## config.mk

```make
export PLATFORM = sky130hd
export DESIGN_NAME = transducer_array_output_flat
export DESIGN_NICKNAME = d
export VERILOG_FILES = /design/src/rtl/transducer_array_output_if.sv /design/src/rtl/transducer_array_output.sv /design/src/flat_wrapper.sv
export SDC_FILE = /design/constraint.sdc
export NUM_CORES = 1
export LEC_CHECK = 0
export BUFFER_PORTS_ARGS = -buffer_cell sky130_fd_sc_hd__buf_2
export CORE_ASPECT_RATIO = 1.4
export CORE_MARGIN = 8
export CORE_UTILIZATION = 65
export DETAILED_ROUTE_END_ITERATION = 6
export HOLD_SLACK_MARGIN = 0.15
export PLACE_DENSITY = 0.86
export SLEW_MARGIN = 15
export SYNTH_ARGS = -nofsm -noshare
export SYNTH_HDL_FRONTEND = slang
export SYNTH_SLANG_ARGS = --single-unit
```

## constraint.sdc

```tcl
create_clock -name clk -period 6.45 [get_ports clk]
set_clock_uncertainty 0.1 [all_clocks]
set_input_delay 0.3225 -clock clk [delete_from_list [all_inputs] [get_ports clk]]
set_output_delay 0.3225 -clock clk [all_outputs]
set_load 0.02 [all_outputs]
```

## src/rtl/transducer_array_output_if.sv

```systemverilog
// Arm/fire handshake and status shared between the config block and the transducer bank.
interface transducer_array_output_if;
   logic arm;
   logic fire;
   logic abort;
   logic clear_fault;
   logic fire_complete;
   logic busy;
   logic fault;

   modport master (output arm, fire, abort, clear_fault,
                   input  fire_complete, busy, fault);
   modport slave  (input  arm, fire, abort, clear_fault,
                   output fire_complete, busy, fault);
endinterface

```

## src/rtl/transducer_array_output.sv

```systemverilog
// Multi-channel transducer gate driver: per-channel phase delay and charge time,
// shared pulse burst, per-channel on-time watchdog latching a fault.
module transducer_array_output #(
   parameter int unsigned N_CH   = 8,
   parameter int unsigned PD_W   = 16,
   parameter int unsigned CT_W   = 9,
   parameter int unsigned NP_W   = 8,
   parameter int unsigned MAX_ON = 512
) (
   input  logic                   clk,
   input  logic                   rst,
   transducer_array_output_if.slave hs,
   input  logic [N_CH-1:0]        ch_enable,
   input  logic [N_CH*PD_W-1:0]   phase_delay,
   input  logic [N_CH*CT_W-1:0]   charge_time,
   input  logic [CT_W-1:0]        off_time,
   input  logic [NP_W-1:0]        n_pulses,
   output logic [N_CH-1:0]        tx_out,
   output logic [N_CH-1:0]        warning
);
   localparam int unsigned     CNT_W    = (PD_W > CT_W) ? PD_W : CT_W;
   localparam int unsigned     WD_W     = CT_W + 1;
   localparam logic [WD_W-1:0] MAX_ON_V = WD_W'(MAX_ON);

   typedef enum logic [2:0] {S_IDLE, S_ARMED, S_FIRING, S_DONE, S_FAULT} state_t;
   typedef enum logic [1:0] {C_DELAY, C_ON, C_OFF, C_DONE} ch_state_t;

   state_t           state_q, state_d;
   ch_state_t        sub_q [N_CH];
   ch_state_t        sub_d [N_CH];
   logic [CNT_W-1:0] cnt_q [N_CH];
   logic [CNT_W-1:0] cnt_d [N_CH];
   logic [NP_W-1:0]  pl_q  [N_CH];
   logic [NP_W-1:0]  pl_d  [N_CH];
   logic [CT_W-1:0]  ct_q  [N_CH];
   logic [CT_W-1:0]  ct_d  [N_CH];
   logic [WD_W-1:0]  wd_q  [N_CH];
   logic [WD_W-1:0]  wd_d  [N_CH];
   logic [CT_W-1:0]  off_q, off_d;
   logic [N_CH-1:0]  tx_q, tx_d, warning_q, warning_d, trip;
   logic             fire_complete_q, fire_complete_d;
   logic             busy_q, busy_d, fault_q, fault_d;
   logic             all_done;
   logic [PD_W-1:0]  pd_in;
   logic [CT_W-1:0]  ct_in;

   function automatic logic [CNT_W-1:0] ct_m1(input logic [CT_W-1:0] v);
      logic [CT_W-1:0] t;
      t = v - 1'b1;
      return CNT_W'(t);
   endfunction

   function automatic logic [CNT_W-1:0] pd_m1(input logic [PD_W-1:0] v);
      logic [PD_W-1:0] t;
      t = v - 1'b1;
      return CNT_W'(t);
   endfunction

   always_comb begin
      state_d   = state_q;
      sub_d     = sub_q;
      cnt_d     = cnt_q;
      pl_d      = pl_q;
      ct_d      = ct_q;
      off_d     = off_q;
      warning_d = warning_q;
      pd_in     = '0;
      ct_in     = '0;
      all_done  = 1'b1;
      for (int unsigned i = 0; i < N_CH; i++) begin
         if (sub_q[i] != C_DONE) all_done = 1'b0;
         trip[i] = (wd_q[i] == MAX_ON_V);
      end

      unique case (state_q)
         S_IDLE: if (!hs.abort && hs.arm) state_d = S_ARMED;
         S_ARMED: begin
            off_d = off_time;
            for (int unsigned i = 0; i < N_CH; i++) ct_d[i] = charge_time[i*CT_W +: CT_W];
            if (hs.abort || !hs.arm) begin
               state_d = S_IDLE;
            end else if (hs.fire) begin
               state_d = S_FIRING;
               // Channels start from the live inputs: these are the values captured on this edge.
               for (int unsigned i = 0; i < N_CH; i++) begin
                  pd_in   = phase_delay[i*PD_W +: PD_W];
                  ct_in   = charge_time[i*CT_W +: CT_W];
                  pl_d[i] = n_pulses - 1'b1;
                  if (!ch_enable[i] || ct_in == '0 || n_pulses == '0) begin
                     sub_d[i] = C_DONE;
                     cnt_d[i] = '0;
                     pl_d[i]  = '0;
                  end else if (pd_in == '0) begin
                     sub_d[i] = C_ON;
                     cnt_d[i] = ct_m1(ct_in);
                  end else begin
                     sub_d[i] = C_DELAY;
                     cnt_d[i] = pd_m1(pd_in);
                  end
               end
            end
         end
         S_FIRING: begin
            if (|trip) begin
               state_d   = S_FAULT;
               warning_d = warning_q | trip;
            end else if (hs.abort) begin
               state_d = S_IDLE;
            end else if (all_done) begin
               state_d = S_DONE;
            end else begin
               // cnt holds the cycles remaining in the current sub-state after this one.
               for (int unsigned i = 0; i < N_CH; i++) begin
                  unique case (sub_q[i])
                     C_DELAY, C_OFF: begin
                        if (cnt_q[i] == '0) begin
                           sub_d[i] = C_ON;
                           cnt_d[i] = ct_m1(ct_q[i]);
                        end else begin
                           cnt_d[i] = cnt_q[i] - 1'b1;
                        end
                     end
                     C_ON: begin
                        if (cnt_q[i] != '0) begin
                           cnt_d[i] = cnt_q[i] - 1'b1;
                        end else if (pl_q[i] == '0) begin
                           sub_d[i] = C_DONE;
                        end else begin
                           pl_d[i] = pl_q[i] - 1'b1;
                           if (off_q == '0) begin
                              cnt_d[i] = ct_m1(ct_q[i]);
                           end else begin
                              sub_d[i] = C_OFF;
                              cnt_d[i] = ct_m1(off_q);
                           end
                        end
                     end
                     default: sub_d[i] = C_DONE;
                  endcase
               end
            end
         end
         S_DONE: if (hs.abort || (!hs.arm && !hs.fire)) state_d = S_IDLE;
         S_FAULT: begin
            if (hs.clear_fault && !hs.arm) begin
               state_d   = S_IDLE;
               warning_d = '0;
            end
         end
         default: state_d = S_IDLE;
      endcase

      for (int unsigned i = 0; i < N_CH; i++) begin
         if (state_d != S_FIRING) begin
            sub_d[i] = C_DONE;
            cnt_d[i] = '0;
            pl_d[i]  = '0;
         end
         tx_d[i] = (state_d == S_FIRING) && (sub_d[i] == C_ON);
         wd_d[i] = tx_d[i] ? wd_q[i] + 1'b1 : '0;
      end
      fire_complete_d = (state_d == S_DONE) || (state_d == S_FAULT);
      busy_d          = (state_d == S_ARMED) || (state_d == S_FIRING);
      fault_d         = (state_d == S_FAULT);
   end

   always_ff @(posedge clk or negedge rst) begin
      if (!rst) begin
         state_q         <= S_IDLE;
         off_q           <= '0;
         tx_q            <= '0;
         warning_q       <= '0;
         fire_complete_q <= 1'b0;
         busy_q          <= 1'b0;
         fault_q         <= 1'b0;
         for (int unsigned i = 0; i < N_CH; i++) begin
            sub_q[i] <= C_DONE;
            cnt_q[i] <= '0;
            pl_q[i]  <= '0;
            ct_q[i]  <= '0;
            wd_q[i]  <= '0;
         end
      end else begin
         state_q         <= state_d;
         off_q           <= off_d;
         tx_q            <= tx_d;
         warning_q       <= warning_d;
         fire_complete_q <= fire_complete_d;
         busy_q          <= busy_d;
         fault_q         <= fault_d;
         for (int unsigned i = 0; i < N_CH; i++) begin
            sub_q[i] <= sub_d[i];
            cnt_q[i] <= cnt_d[i];
            pl_q[i]  <= pl_d[i];
            ct_q[i]  <= ct_d[i];
            wd_q[i]  <= wd_d[i];
         end
      end
   end

   assign tx_out           = tx_q;
   assign warning          = warning_q;
   assign hs.fire_complete = fire_complete_q;
   assign hs.busy          = busy_q;
   assign hs.fault         = fault_q;
endmodule

```

## src/flat_wrapper.sv

```systemverilog
// flat-port wrapper written by rule: the top's interface ports become plain ports
module transducer_array_output_flat 
#(
   parameter int unsigned N_CH   = 8,
   parameter int unsigned PD_W   = 16,
   parameter int unsigned CT_W   = 9,
   parameter int unsigned NP_W   = 8,
   parameter int unsigned MAX_ON = 512
)
  (clk, rst, ch_enable, phase_delay, charge_time, off_time, n_pulses, tx_out, warning, hs_arm, hs_fire, hs_abort, hs_clear_fault, hs_fire_complete, hs_busy, hs_fault);
  transducer_array_output_if hs_i ();
  input  logic clk;
  input  logic rst;
  input  logic [N_CH-1:0] ch_enable;
  input  logic [N_CH*PD_W-1:0] phase_delay;
  input  logic [N_CH*CT_W-1:0] charge_time;
  input  logic [CT_W-1:0] off_time;
  input  logic [NP_W-1:0] n_pulses;
  output logic [N_CH-1:0] tx_out;
  output logic [N_CH-1:0] warning;
  input wire logic [$bits(hs_i.arm)-1:0] hs_arm;
  input wire logic [$bits(hs_i.fire)-1:0] hs_fire;
  input wire logic [$bits(hs_i.abort)-1:0] hs_abort;
  input wire logic [$bits(hs_i.clear_fault)-1:0] hs_clear_fault;
  output wire logic [$bits(hs_i.fire_complete)-1:0] hs_fire_complete;
  output wire logic [$bits(hs_i.busy)-1:0] hs_busy;
  output wire logic [$bits(hs_i.fault)-1:0] hs_fault;
  assign hs_i.arm = hs_arm;
  assign hs_i.fire = hs_fire;
  assign hs_i.abort = hs_abort;
  assign hs_i.clear_fault = hs_clear_fault;
  assign hs_fire_complete = hs_i.fire_complete;
  assign hs_busy = hs_i.busy;
  assign hs_fault = hs_i.fault;
  transducer_array_output #(.N_CH(N_CH), .PD_W(PD_W), .CT_W(CT_W), .NP_W(NP_W), .MAX_ON(MAX_ON)) u_core (.clk(clk), .rst(rst), .hs(hs_i), .ch_enable(ch_enable), .phase_delay(phase_delay), .charge_time(charge_time), .off_time(off_time), .n_pulses(n_pulses), .tx_out(tx_out), .warning(warning));
endmodule
```

# --- After elaboration in Yosys (flattened, before gate mapping) ---
# Cells that the tools add are included.
totals:
  reg_bits: 391
  inputBits: 231
  out_inout_bits: 19
op_classes:
  eq_ne: 96
  n_addsub: 50
  muxes: 214
  n_reduce_logical: 121
  bitwise_logic: 1
ops:
  columns: ["cell", "n"]
  rows:
  - ["2-to-1 mux 16 bit", 53]
  - ["2-to-1 mux 128 bit", 5]
  - ["2-to-1 mux 8 bit", 42]
  - ["2-to-1 mux 64 bit", 5]
  - ["case mux 16 bit (2 select lines)", 9]
  - ["zero test 16 bit", 16]
  - ["case mux 128 bit (2 select lines)", 1]
  - ["subtractor 16 x 1 -> 16 bit (second input constant)", 16]
  - ["subtractor 9 x 1 -> 9 bit (second input constant)", 17]
  - ["case mux 64 bit (2 select lines)", 1]
  - ["nonzero test 16 bit", 8]
  - ["2-to-1 mux 2 bit", 48]
  - ["zero test 9 bit", 9]
  - ["adder 10 x 1 -> 10 bit (second input constant)", 8]
  - ["== test 10 bit (second input constant)", 8]
  - ["2-to-1 mux 10 bit", 8]
  - ["zero test 8 bit", 9]
  - ["2-to-1 mux 9 bit", 8]
  - ["AND reduction 9 bit", 8]
  - ["subtractor 8 x 1 -> 8 bit (second input constant)", 9]
  - ["AND reduction 8 bit", 8]
  - ["!= test 3 bit (second input constant)", 19]
  - ["!= test 5 x 4 -> 1 bit (second input constant)", 8]
  - ["== test 2 x 1 -> 1 bit (second input constant)", 16]
  - ["other kinds (26)", 143]

# --- Depth between registers and ports, before layout ---
depth:
  ltp_word: 18
  depth_mapped: 13
  ltp_nobuf: 9

# --- Worst setup path before layout ---
# OpenSTA, ideal clock, no wires.
synth_path:
  path_type: "register -> register"
  startpoint: "register u_core.cnt_q[64] (netlist bit)"
  endpoint: "register u_core.cnt_q[74] (netlist bit)"
  required_ns: 6.229
  stages_incl_launch_ff: 11
  setup_slack_ns: 3.566
  t_arrival_ns: 2.663
  cell_sequence: "dfrtp_1 inv_1 ha_1 or4b_4 buf_6 nor4b_4 a21oi_2 or3_4 or2_1 buf_6 a22o_1"
synth_via:
  elab_chain_len: 8
  word_cells_on_any_way: 13
synth_rtl:
  columns: ["element", "line", "source"]
  rows:
  - ["from (decl)", "transducer_array_output.sv:31", "logic [CNT_W-1:0] cnt_q [N_CH];"]
  - ["from (signal, indexed assignment)", "transducer_array_output.sv:193", "cnt_q[i] <= cnt_d[i];"]
  - ["subtractor 16 x 1 -> 16 bit (tied with other cells)", "transducer_array_output.sv:120, transducer_array_output.sv:125", null]
  - ["2-to-1 mux 16 bit, on equally long branches", "transducer_array_output.sv:124, transducer_array_output.sv:116", null]
  - ["case mux 16 bit (2 select lines)", "transducer_array_output.sv:114", "unique case (sub_q[i])"]
  - ["2-to-1 mux 128 bit", "transducer_array_output.sv:109", "end else if (all_done) begin"]
  - ["2-to-1 mux 128 bit", "transducer_array_output.sv:107", "end else if (hs.abort) begin"]
  - ["2-to-1 mux 128 bit", "transducer_array_output.sv:104", "if (|trip) begin"]
  - ["case mux 128 bit (2 select lines)", "transducer_array_output.sv:75", "unique case (state_q)"]
  - ["2-to-1 mux 16 bit", "transducer_array_output.sv:154", "if (state_d != S_FIRING) begin"]
# Several ways; a longest one is shown, not always the timed one. The select of a mux whose other input is x is not followed.
# A chain may end at the register's enable or synchronous reset.

# --- Worst setup path in the final report ---
layout_path:
  startpoint: "register u_core.state_q[0]"
  endpoint: "register u_core.pl_q[36] (netlist bit)"
layout_via:
  elab_chain_len: 7
  word_cells_on_any_way: 27
layout_rtl:
  columns: ["element", "line", "source"]
  rows:
  - ["from (decl)", "transducer_array_output.sv:28", "state_t state_q, state_d;"]
  - ["from (signal assigned)", "transducer_array_output.sv:184", "state_q <= state_d;"]
  - ["2-to-1 mux 3 bit", "transducer_array_output.sv:109", null]
  - ["2-to-1 mux 3 bit", "transducer_array_output.sv:107", null]
  - ["2-to-1 mux 3 bit", "transducer_array_output.sv:104", null]
  - ["case mux 3 bit (5 select lines)", "transducer_array_output.sv:75", null]
  - ["!= test 3 x 2 -> 1 bit", "transducer_array_output.sv:154", null]
  - ["!= test 3 bit (no source line) (tied with other cells)", null, null]
  - ["AND reduction 9 bit (no source line)", null, null]
  - ["to (signal, indexed assignment)", "transducer_array_output.sv:194", "pl_q[i] <= pl_d[i];"]
  - ["to (decl)", "transducer_array_output.sv:33", "logic [NP_W-1:0] pl_q [N_CH];"]
# Several ways; a longest one is shown, not always the timed one.

==> summary.md <==
| Metric | Value |
|---|---|
| Setup TNS | 0 ns |
| RR Startpoint | u_core.state_q[0] |
| Largest net degree at the start of global routing | 172 |
| Worst Reg-to-Reg Cells | 7 |
| Hold Crit Depth | 4 |
| Chip Height | roughly 260 um |
| EDFF count, synth | 0 |
| Pins Over Slew Limit | 0 |
| CP Data Required Time | a little under 7 ns |
| Largest family of logic cells by synthesized area | simple AND/OR/NAND/NOR gates |
| Gr usage total | 0.385 |
| CTS Buf Count | 42 |
| Area of the core | around 43000 um2 |
| Worst hold path class | in -> reg |
| Clk buf depth | 3 |
| Top cell type's share of synthesized area | 0.335 |
| Sequential area share after synthesis | 0.350 |
| Slowest stage cell, crit path | nor2_4 |
| Post-synthesis mux area share | 0.0478 |
| Post-DP HPWL | 67.8 mm |
| Average routed wire per standard cell | ~23 um |
| CP cell instances | or3b_2 > nor2_1 > nand2_1 > nor2_4 > buf_4 > o311ai_0 > o21ai_0 |
| Fin nets | 3952 |
| Routed Antenna Nets | 0 |
| Worst Path Arrival | 4.60 ns |
| Ys flop type | dfrtp_1 |
| Launch point of the worst path | u_core.state_q[0] |
| Synth Area in XOR/XNOR | 0.0931 |
| Fin crit share | 0.656 |
| Synth Warn # | 0 |
| Critical path endpoint category | flop |
| Rows | 90 |
| Syn Inst Count | ~3400 |
| Most common cell after layout, fill and taps aside | dfrtp_1 |
| Slew @ Worst Pin | roughly 1.3 ns |
| First-pass detailed-route iteration total | 7 |
| Largest area contributor in the netlist | dfrtp_1 |
| Gr ovfl total | 0 |
| Hold Violations, Final | 0 |
| RSZ-0062 raised after global routing | false |
| DR vias | 29668 |
| Commonest non-fill, non-tap cells in the layout | dfrtp_1 (375), nor2_1 (351), nand2_1 (304) |
| Flops & latches, synth | between 300 and 400 |
| First-pass GRT wire length | between 150 and 200 mm |
| Ratio of cells with drive above 1 in the final layout | 0.139 |
| Final setup fails | 0 |
| Worst-path maximum fanout | 36 |
| Pleak | around 14 nW |
| Detailed-route DRC error count | 0 |
| Post-Synth Adder-Cell Area | 0.0279 |
| Post-synth cell types | 93 |
| Max Cap Viol | 0 |
| Initial DRC count | around 3300 |
| Mapped Area | 28000 um2 |
| Die width | between 150 and 200 um |
| WL final | around 100 mm |
| IO Count | 250 |
| Synth Net Count | about 3700 |
| Total power | between 7 and 8 mW |
| CTS sink cnt | 391 |
| Initial antenna violation count | 5 |
| Crit Path Category | reg -> reg |
| Asr flop ratio synth | 1.00 |
| Post-synthesis compound-gate area fraction | 0.189 |
| Initial Utilization | 0.655 |
| Insertion delay to the later sink of the worst-skew pair | around 0.57 ns |
| Critical path startpoint category | flop |
| Hold Crit Start | phase_delay[98] |
| Avg Synthesized Cell Area | ~8.3 um2 |
| Vias per inst | roughly 7 |
| CTS clk-pin slew, worst paths | 0.07 ns |
| Syn-to-layout area delta | 15.7% |
| Post-CTS sizing | 0 |
| Final min period | around 4.2 ns |
| Peak supply drop | around 0.00024 V |
| Pwr/cell area | roughly 220 nW/um2 |
| Largest cells by area after synthesis | dfrtp_1 (33%), xnor2_1 (5.3%), nor2_1 (4.7%) |
| H-tree depth | 2 |
| Number of global-route vias before repair | between 20000 and 30000 |
| Relative slew slack | 0.153 |
| Root buf cell | clkbuf_16 |
| Gpl congestion | approximately 0.95 |
| Simple-gate share of the synthesized area | 0.249 |
| TritonCTS clock tree | done |
| IO buf count | 249 |
| Status | finished, final reports clean |
| Max Clk Rate | between 0.2 and 0.25 GHz |
| Critical Path Max Stage Delay | about 1.1 ns |
| Die Area | between 50000 and 60000 um2 |
[routing by layer]
layer / vias to the layer above / track usage / share of wire
met1: 14188 / 0.439 / 0.35
met2: 1937 / 0.642 / 0.47
met4: 2 / 0.288 / 0.084
li1: 12964 / - / -
met5: - / 0 / 0.00013
met3: 577 / 0.0670 / 0.094
[power by group]
part / switching (mW) / total, mW / internal, mW
sequential: 0.234 / 2.86 / 2.62
clock: 1.07 / 2.58 / 1.51
combinational: 1.02 / 1.69 / 0.671
[through the flow]
step	area, um2	hold slack [ns]	cells	util	worst slack, ns
floorplan	28000	-0.0731	3360	-	3.57
detailed placement	29700	0.325	4044	0.694	2.21
global route	32400	0.187	4247	0.758	2.10
CTS	32400	0.152	4244	0.757	2.16
finish	32400	0.162	4249	0.758	2.22
global placement	29700	0.316	4044	0.694	2.49
[logic make-up after synthesis]
group,count (synthesis)
AOI/OAI and AO/OA,801
DFF,391
xor gates and xnor gates,298
and+or+nand+nor,1377
muxes,125
adders and majority gates,63
buffers and inverters,305
[cell usage after synthesis, types with 38 or more instances]
master and count:
nor2_1 353, dfrtp_1 375, nand2_1 305, nor4_1 102
o22ai_1 55, mux2_2 71, o31ai_1 42, a21oi_1 145
nand4_1 38, nor3_1 167, or3_1 46, xor2_1 129
xnor2_1 169, o21ai_0 208, clkbuf_1 104, ha_1 60
nand3_1 123, mux2i_1 54, a211oi_1 46, or4_1 46
a31oi_1 49, inv_1 155
[final cells by class]
type	count	area, um2
Multi-Input combinational cell	2664	17100
Fill cell	3006	10400
Sequential cell	391	9800
Timing Repair Buffer	407	2780
Clock buffer	60	1250
Tap cell	552	691
Inverter	155	582
Clock inverter	15	189
Antenna cell	5	12.5
[path summary, 6_finish.rpt]
path                                      to  slack, ns
hold reg to reg            u_core.warning[1]       0.39
max in group asynchronous    u_core.wd_q[13]       4.50
min in group asynchronous  u_core.cnt_q[119]       0.29
setup reg to reg             u_core.pl_q[36]       2.22
setup / recovery             u_core.pl_q[36]       2.22
hold / removal              u_core.cnt_q[18]       0.16
[critical path: cells and delay by family, from the launching register on]
family / cells / cell delay (ns)
AND/OR/NAND/NOR: 4 / 2.50
flip-flops: 1 / 0.49
buffers and inverters: 1 / 0.62
AO/OA/AOI/OAI: 2 / 0.41
[repair_timing]
action	in CTS	in global routing
endpoints found under the hold margin	216	0
buffers inserted	0	0
hold buffers	125	0
[flip-flops by register name, summed over array words and instances, names as in the netlist]
name	count
u_core.cnt_q	128
u_core.wd_q	80
u_core.ct_q	72
u_core.pl_q	64
u_core.sub_q	16
u_core.off_q	9
u_core.tx_out	8
u_core.warning	8
u_core.state_q	3
u_core.hs.busy	1
u_core.hs.fault	1
u_core.hs.fire_complete	1
(Power assumes the default switching activity.)
